==> config.mk <==
export PLATFORM = sky130hd
export DESIGN_NAME = sfr_access_ctrl_flat
export DESIGN_NICKNAME = d
export VERILOG_FILES = /design/src/rtl/sfr_access_ctrl_pkg.sv /design/src/rtl/sfr_access_ctrl_if.sv /design/src/rtl/sfr_access_ctrl_bit_merge.sv /design/src/rtl/sfr_access_ctrl.sv /design/src/flat_wrapper.sv
export SDC_FILE = /design/constraint.sdc
export NUM_CORES = 1
export LEC_CHECK = 0
export ABC_AREA = 1
export CORE_MARGIN = 1
export CORE_UTILIZATION = 45
export CTS_CLUSTER_SIZE = 40
export DETAILED_ROUTE_END_ITERATION = 10
export PLACE_DENSITY = 0.76
export SLEW_MARGIN = 25
export SYNTH_ARGS = -nofsm -noshare
export SYNTH_HDL_FRONTEND = slang
export SYNTH_SLANG_ARGS = --single-unit
==> constraint.sdc <==
create_clock -name clock -period 1.6 [get_ports clock]
set_input_delay 0.24 -clock clock [delete_from_list [all_inputs] [get_ports clock]]
set_output_delay 0.24 -clock clock [all_outputs]
set_load 0.03 [all_outputs]
==> src/rtl/sfr_access_ctrl_pkg.sv <==
// Shared constants for the SFR access controller.
//  - SFR byte addresses of the core-side SFR blocks (B, ACC, PSW).
//  - FSM state encoding of the access sequencer (2-bit).
//  - sfr_byte_addr(): byte address of the SFR that holds a given bit address.
package sfr_access_ctrl_pkg;

  localparam logic [7:0] SFR_PSW = 8'hD0;
  localparam logic [7:0] SFR_ACC = 8'hE0;
  localparam logic [7:0] SFR_B   = 8'hF0;

  typedef enum logic [1:0] {
    SFRA_IDLE  = 2'd0,
    SFRA_READ  = 2'd1,
    SFRA_WRITE = 2'd2,
    SFRA_RESP  = 2'd3
  } sfra_state_e;

  function automatic logic [7:0] sfr_byte_addr(input logic [7:0] bit_addr);
    return {bit_addr[7:3], 3'b000};
  endfunction

endpackage

==> src/rtl/sfr_access_ctrl_if.sv <==
// Request/response and SFR-bus signal bundle of the SFR access controller.
//  master : the controller (accepts req_*, returns rsp_*, drives sfr_* strobes,
//           receives sfr_data_in)
//  slave  : the surroundings (execute unit + SFR blocks), opposite directions
interface sfr_access_ctrl_if;

  logic       req_valid;
  logic       req_ready;
  logic       req_write;
  logic       req_bit;
  logic [7:0] req_addr;
  logic [7:0] req_wdata;
  logic       req_wbit;
  logic       rsp_valid;
  logic [7:0] rsp_rdata;
  logic       rsp_rbit;
  logic [7:0] sfr_addr;
  logic [7:0] sfr_data_out;
  logic       sfr_write_en;
  logic       sfr_write_bit_en;
  logic       sfr_bit_out;
  logic [7:0] sfr_data_in;

  modport master (
    input  req_valid, req_write, req_bit, req_addr, req_wdata, req_wbit, sfr_data_in,
    output req_ready, rsp_valid, rsp_rdata, rsp_rbit,
           sfr_addr, sfr_data_out, sfr_write_en, sfr_write_bit_en, sfr_bit_out
  );

  modport slave (
    output req_valid, req_write, req_bit, req_addr, req_wdata, req_wbit, sfr_data_in,
    input  req_ready, rsp_valid, rsp_rdata, rsp_rbit,
           sfr_addr, sfr_data_out, sfr_write_en, sfr_write_bit_en, sfr_bit_out
  );

endinterface

==> src/rtl/sfr_access_ctrl_bit_merge.sv <==
// sfr_bit_merge: combinational bit extract / bit insert on an SFR byte.
//  byte_in  in  8  byte read from the SFR bus
//  idx      in  3  bit index
//  bit_out  out 1  byte_in[idx]
// With SFR_BIT_RMW_EN defined the insert path is also built:
//  bit_in   in  1  replacement bit
//  byte_out out 8  byte_in with bit idx replaced by bit_in
module sfr_bit_merge (
`ifdef SFR_BIT_RMW_EN
  input  logic       bit_in,
  output logic [7:0] byte_out,
`endif
  input  logic [7:0] byte_in,
  input  logic [2:0] idx,
  output logic       bit_out
);

  assign bit_out = byte_in[idx];

`ifdef SFR_BIT_RMW_EN
  always_comb begin
    byte_out      = byte_in;
    byte_out[idx] = bit_in;
  end
`endif

endmodule

==> src/rtl/sfr_access_ctrl.sv <==
// sfr_access_ctrl: core-side SFR bus initiator. Turns one CPU SFR request
// (byte/bit, read/write) into sequenced addr/data/write strobes and returns
// read data after READ_LATENCY cycles (legal 1..15).
//  clock  in  single clock, posedge
//  reset  in  asynchronous, active-low
//  bus    sfr_access_ctrl_if.master: req_* / rsp_* handshake and sfr_* bus
// Build option: SFR_BIT_RMW_EN -- bit writes run as read-modify-write with a
// byte write strobe; sfr_write_bit_en is tied low.
module sfr_access_ctrl
  import sfr_access_ctrl_pkg::*;
#(
  parameter int unsigned READ_LATENCY = 1
) (
  input  logic               clock,
  input  logic               reset,
  sfr_access_ctrl_if.master  bus
);

  localparam logic [3:0] CNT_LOAD = 4'(READ_LATENCY - 1);

  sfra_state_e state, state_next;

  logic [3:0] cnt;
  logic [2:0] idx_q;
  logic       wbit_q;
  logic       ready_q;
  logic [7:0] addr_q;
  logic [7:0] data_q;
  logic       bit_out_q;
  logic [7:0] rdata_q;
  logic       rbit_q;
  logic       accept;
  logic       go_write;
  logic       sel_bit;
`ifdef SFR_BIT_RMW_EN
  logic       rmw_q;
  logic [7:0] merged;
`else
  logic       bit_q;
`endif

  sfr_bit_merge u_bit_merge (
`ifdef SFR_BIT_RMW_EN
    .bit_in   (wbit_q),
    .byte_out (merged),
`endif
    .byte_in  (bus.sfr_data_in),
    .idx      (idx_q),
    .bit_out  (sel_bit)
  );

  assign accept = (state == SFRA_IDLE) && bus.req_valid && ready_q;

  // Bit writes take the read path first when they are done as RMW.
`ifdef SFR_BIT_RMW_EN
  assign go_write = bus.req_write && !bus.req_bit;
`else
  assign go_write = bus.req_write;
`endif

  always_comb begin
    state_next = state;
    case (state)
      SFRA_IDLE:  if (accept) state_next = go_write ? SFRA_WRITE : SFRA_READ;
      SFRA_READ: begin
        if (cnt == '0) begin
`ifdef SFR_BIT_RMW_EN
          state_next = rmw_q ? SFRA_WRITE : SFRA_RESP;
`else
          state_next = SFRA_RESP;
`endif
        end
      end
      SFRA_WRITE: state_next = SFRA_RESP;
      SFRA_RESP:  state_next = SFRA_IDLE;
      default:    state_next = SFRA_IDLE;
    endcase
  end

  always_ff @(posedge clock or negedge reset) begin
    if (!reset) state <= SFRA_IDLE;
    else        state <= state_next;
  end

  // req_ready is registered so that it is low while reset is held and rises
  // on the first edge after release; otherwise it tracks state == IDLE.
  always_ff @(posedge clock or negedge reset) begin
    if (!reset) begin
      ready_q   <= 1'b0;
      cnt       <= '0;
      idx_q     <= '0;
      wbit_q    <= 1'b0;
      addr_q    <= '0;
      data_q    <= '0;
      bit_out_q <= 1'b0;
      rdata_q   <= '0;
      rbit_q    <= 1'b0;
`ifdef SFR_BIT_RMW_EN
      rmw_q     <= 1'b0;
`else
      bit_q     <= 1'b0;
`endif
    end else begin
      ready_q <= (state_next == SFRA_IDLE);

      if (accept) begin
        idx_q  <= bus.req_addr[2:0];
        wbit_q <= bus.req_wbit;
        cnt    <= CNT_LOAD;
`ifdef SFR_BIT_RMW_EN
        rmw_q  <= bus.req_write && bus.req_bit;
`else
        bit_q  <= bus.req_bit;
`endif
        if (go_write) begin
          addr_q <= bus.req_addr;
          data_q <= bus.req_wdata;
          if (bus.req_bit) bit_out_q <= bus.req_wbit;
        end else begin
          addr_q <= bus.req_bit ? sfr_byte_addr(bus.req_addr) : bus.req_addr;
        end
      end

      if (state == SFRA_READ) begin
        if (cnt != '0) begin
          cnt <= cnt - 4'd1;
        end else begin
`ifdef SFR_BIT_RMW_EN
          if (rmw_q) begin
            data_q <= merged;
          end else begin
            rdata_q <= bus.sfr_data_in;
            rbit_q  <= sel_bit;
          end
`else
          rdata_q <= bus.sfr_data_in;
          rbit_q  <= sel_bit;
`endif
        end
      end

      if (state == SFRA_WRITE) begin
        rdata_q <= data_q;
        rbit_q  <= wbit_q;
      end
    end
  end

  assign bus.req_ready    = ready_q;
  assign bus.rsp_valid    = (state == SFRA_RESP);
  assign bus.rsp_rdata    = rdata_q;
  assign bus.rsp_rbit     = rbit_q;
  assign bus.sfr_addr     = addr_q;
  assign bus.sfr_data_out = data_q;
  assign bus.sfr_bit_out  = bit_out_q;
  assign bus.sfr_write_en = (state == SFRA_WRITE);
`ifdef SFR_BIT_RMW_EN
  assign bus.sfr_write_bit_en = 1'b0;
`else
  assign bus.sfr_write_bit_en = (state == SFRA_WRITE) && bit_q;
`endif

endmodule

==> src/flat_wrapper.sv <==
// flat-port wrapper written by rule: the top's interface ports become plain ports
module sfr_access_ctrl_flat import sfr_access_ctrl_pkg::*;
#(
  parameter int unsigned READ_LATENCY = 1
)
  (clock, reset, bus_req_valid, bus_req_write, bus_req_bit, bus_req_addr, bus_req_wdata, bus_req_wbit, bus_sfr_data_in, bus_req_ready, bus_rsp_valid, bus_rsp_rdata, bus_rsp_rbit, bus_sfr_addr, bus_sfr_data_out, bus_sfr_write_en, bus_sfr_write_bit_en, bus_sfr_bit_out);
  sfr_access_ctrl_if bus_i ();
  input  logic clock;
  input  logic reset;
  input wire logic [$bits(bus_i.req_valid)-1:0] bus_req_valid;
  input wire logic [$bits(bus_i.req_write)-1:0] bus_req_write;
  input wire logic [$bits(bus_i.req_bit)-1:0] bus_req_bit;
  input wire logic [$bits(bus_i.req_addr)-1:0] bus_req_addr;
  input wire logic [$bits(bus_i.req_wdata)-1:0] bus_req_wdata;
  input wire logic [$bits(bus_i.req_wbit)-1:0] bus_req_wbit;
  input wire logic [$bits(bus_i.sfr_data_in)-1:0] bus_sfr_data_in;
  output wire logic [$bits(bus_i.req_ready)-1:0] bus_req_ready;
  output wire logic [$bits(bus_i.rsp_valid)-1:0] bus_rsp_valid;
  output wire logic [$bits(bus_i.rsp_rdata)-1:0] bus_rsp_rdata;
  output wire logic [$bits(bus_i.rsp_rbit)-1:0] bus_rsp_rbit;
  output wire logic [$bits(bus_i.sfr_addr)-1:0] bus_sfr_addr;
  output wire logic [$bits(bus_i.sfr_data_out)-1:0] bus_sfr_data_out;
  output wire logic [$bits(bus_i.sfr_write_en)-1:0] bus_sfr_write_en;
  output wire logic [$bits(bus_i.sfr_write_bit_en)-1:0] bus_sfr_write_bit_en;
  output wire logic [$bits(bus_i.sfr_bit_out)-1:0] bus_sfr_bit_out;
  assign bus_i.req_valid = bus_req_valid;
  assign bus_i.req_write = bus_req_write;
  assign bus_i.req_bit = bus_req_bit;
  assign bus_i.req_addr = bus_req_addr;
  assign bus_i.req_wdata = bus_req_wdata;
  assign bus_i.req_wbit = bus_req_wbit;
  assign bus_i.sfr_data_in = bus_sfr_data_in;
  assign bus_req_ready = bus_i.req_ready;
  assign bus_rsp_valid = bus_i.rsp_valid;
  assign bus_rsp_rdata = bus_i.rsp_rdata;
  assign bus_rsp_rbit = bus_i.rsp_rbit;
  assign bus_sfr_addr = bus_i.sfr_addr;
  assign bus_sfr_data_out = bus_i.sfr_data_out;
  assign bus_sfr_write_en = bus_i.sfr_write_en;
  assign bus_sfr_write_bit_en = bus_i.sfr_write_bit_en;
  assign bus_sfr_bit_out = bus_i.sfr_bit_out;
  sfr_access_ctrl #(.READ_LATENCY(READ_LATENCY)) u_core (.clock(clock), .reset(reset), .bus(bus_i));
endmodule
==> key figures <==
Clocking
  – Clk slew on worst S/H paths: 0.08 ns
  – TritonCTS Buffers: 5
  – Num Clock Sinks: 38
  – H-Tree Level Count: 2
  – Clk_lat worst skew: about 0.30 ns
  – Clk buf depth: 2
  – CTS tree: yes
  – CTS root buf: clkbuf_8

Critical path
  – Worst-path fanout max: 2
  – Critical path class: reg -> out
  – Delay-heaviest family, CP: buffers and inverters
  – Reg2Reg Setup Slack: 0.08 ns
  – Worst EP arrival: 1.33 ns
  – CP startpoint kind: flip-flop
  – CP endpoint kind: output pin
  – Critical-path top delay cell: clkdlybuf4s50_1
  – Crit path cell chain: clkdlybuf4s50_1
  – Crit path largest cell delay: between 0.6 and 0.7 ns
  – Worst Path Required: between 1 and 1.5 ns
  – FF-to-FF path depth: 6
  – Worst path bufs/invs: 1
  – Critical path depth: 1

Synthesis
  – Post-synth cell types: 23
  – Mean Syn Cell Area: between 8 and 9 um2
  – Post-Syn Instances: 197
  – Synth top area cells: dfrtp_1, nand2_1, o21ai_0, inv_1, ha_1
  – Mapped Nets: about 230
  – Synth Area in Compound Gates: a little over a tenth
  – Main combinational cell family by area after synthesis: simple AND/OR/NAND/NOR gates
  – Yosys warning total: 0
  – Mux cell area share after synthesis: under 10%
  – #FFs+latches synth: 38
  – Share of the synthesized area in the top cell type: a little over half
  – Synth Area in Adders: 3.54%
  – Cell taking the most area after synthesis: dfrtp_1
  – Synth Area in XOR/XNOR: less than 1%
  – Post-Synth Simple-Gate Area: between 20% and 30%
  – Synthesized cell area: approximately 1800 um2
  – Seq/Total Area, Yosys: between 50% and 60%

Route
  – Vias after detailed routing: 1580
  – Routed length per instance: 13.7 um
  – WL final: between 4 and 5 mm
  – Detail Route Antenna Nets: 0
  – Initial drt markers: ~100
  – DRT Pass-1 Iters: 4
  – DRC viols: 0
  – Vias per cell: roughly 5

Timing
  – Fin worst setup slack: 0.0335 ns
  – Fin crit share: a little over nine tenths
  – Hold Vio Cnt, Final: 0
  – Slew HR: between 60% and 70%
  – Clock skew: 0.00741 ns
  – Max Clock Freq: roughly 640 MHz
  – Max Slew Vio Count: 0
  – Min cycle time layout: approximately 1.6 ns
  – Worst slew pin tran: ~0.58 ns
  – Final setup vio count: 0

Floorplan
  – Core Region: around 3700 um2
  – Die height: 64.6 um
  – Initial core utilization: a little under half
  – Chip Width: between 60 and 70 um
  – Ports: 60
  – Die area: around 4200 um2
  – Site row count: 22

Final layout
  – Final #Nets: between 300 and 400
  – Antenna cells: 0
  – FILL cells: 294
  – Area growth, synth to finish: 51.6%
  – Final Non-Filler Cells: 320
  – Most common cell after layout, fill and taps aside: nand2_1
  – Share of post-route cells with drive strength above 1: between 10% and 20%
  – Most frequent cells in the layout: nand2_1, clkdlybuf4s50_1, dfrtp_1

Place
  – Pre-CTS WS: -0.00765 ns
  – Count of buffers from port buffering: 59
  – Dpl hpwl: between 2 and 3 mm
  – Final Wtd Congestion: 0.873
  – Dpl cells: between 300 and 400

Global route
  – Vias in the first global route: around 1500
  – Largest net degree at the start of global routing: 27
  – Gr usage total: 21.7%
  – First-pass GRT wire length: ~6.8 mm
  – Overflow after GRT: 0
  – Initial antenna violation count: 0

Power and ir drop
  – Logic pwr share: between 50% and 60%
  – Pwr dens: around 2100 nW/um2
  – Max VDD drop: about 0.0013 V
  – Register share of total power: a little under a third
  – Sw Ratio: between 40 and 50%
  – Switching power: around 2.4 mW
  – Clock Power Share: 12.5%
  – Internal power: 3.12 mW
  – Leakage: between 1 and 1.5 nW

Run
  – Max-cap viol count: 0

Hold path
  – Hold Crit Class: in -> async

Run status
  – Outcome: complete, no violations
==> synthesized netlist by cell type, drive strengths merged <==
| master | instances |
|---|---|
| nand2 | 60 |
| dfrtp | 38 |
| o21ai | 26 |
| inv | 20 |
| nor2 | 14 |
| nand3 | 13 |
| buf | 6 |
| ha | 5 |
| mux2 | 4 |
| o31ai | 4 |
| xnor2 | 2 |
| a21oi | 1 |
| a31oi | 1 |
| nand3b | 1 |
| nor3 | 1 |
| o22ai | 1 |
==> state kept, by name, indices dropped and copies added (netlist names) <==
name / count
u_core.bus.sfr_bit_out: 1
u_core.bit_q: 1
u_core.cnt: 4
u_core.bus.sfr_data_out: 8
u_core.idx_q: 3
u_core.wbit_q: 1
u_core.bus.rsp_rdata: 8
u_core.bus.sfr_addr: 8
u_core.bus.req_ready: 1
u_core.state: 2
u_core.bus.rsp_rbit: 1
==> layout make-up <==
class | count | area, um2 | share of cell area, %
timing repair buffer | 73 | 758 | 28.3
clock buffer | 6 | 82.6 | 3.09
inverter | 20 | 78.8 | 2.95
multi-input combinational | 133 | 733 | 27.4
clock inverter | 2 | 12.5 | 0.468
sequential | 38 | 951 | 35.5
tap | 48 | 60.1 | 2.24
==> routing by layer <==
metal,global-route usage [%],share of wire [%],vias to the layer above
met5,0,0,-
met4,6.67,1.3,0
met3,7.04,7.0,6
met2,33.0,46,61
met1,29.4,45,733
li1,-,-,780
==> path summary, 6_finish.rpt <==
check	from	end
max	u_core.bus.rsp_rdata[5]$_DFFE_PN0P_	bus_rsp_rdata[5]
min	reset	u_core.bus.rsp_rdata[5]$_DFFE_PN0P_
max reg2reg	u_core.state[0]$_DFF_PN0_	u_core.bus.sfr_data_out[7]$_DFFE_PN0P_
min reg2reg	u_core.bus.sfr_addr[3]$_DFFE_PN0P_	u_core.bus.sfr_addr[3]$_DFFE_PN0P_
max in group asynchronous	reset	u_core.bus.sfr_data_out[0]$_DFFE_PN0P_
min in group clock	bus_req_addr[5]	u_core.bus.sfr_addr[5]$_DFFE_PN0P_
==> power groups by stage <==
stage | registers (mW) | clock network (mW) | logic (mW)
floorplan | 2.38 | 0 | 1.17
global placement | 1.75 | 0 | 2.84
detailed placement | 1.76 | 0 | 2.89
CTS | 1.74 | 0.707 | 2.91
global route | 1.81 | 0.758 | 3.36
finish | 1.76 | 0.695 | 3.10
==> cell families after synthesis <==
logic type / Yosys count
flops: 38
buf+inv: 26
compound gates: 33
fa+ha+maj: 5
xor+xnor: 2
mux: 4
simple gates: 89
==> per-stage QoR <==
stage | util, % | cell area (um2) | setup TNS, ns | power, mW | hold slack, ns
floorplan | - | 1770 | 0 | 3.55 | -0.0556
global placement | 65.3 | 2430 | 0 | 4.59 | 0.266
detailed placement | 65.3 | 2430 | -0.00765 | 4.65 | 0.263
CTS | 68.7 | 2550 | -0.111 | 5.35 | 0.466
global route | 72.0 | 2680 | -0.00726 | 5.93 | 0.499
finish | 72.0 | 2680 | 0 | 5.55 | 0.470
==> timing repair <==
item | in CTS | in global routing
pin swaps | 0 | 1
gates cloned | 0 | 1
gates resized for setup | 7 | 30
hold buffers | 1 | 0
setup buffers | 2 | 3
hold endpoints to repair | 24 | 0
endpoints found under the setup margin | 7 | 37
No activity file was read; power rests on OpenSTA's default activity.
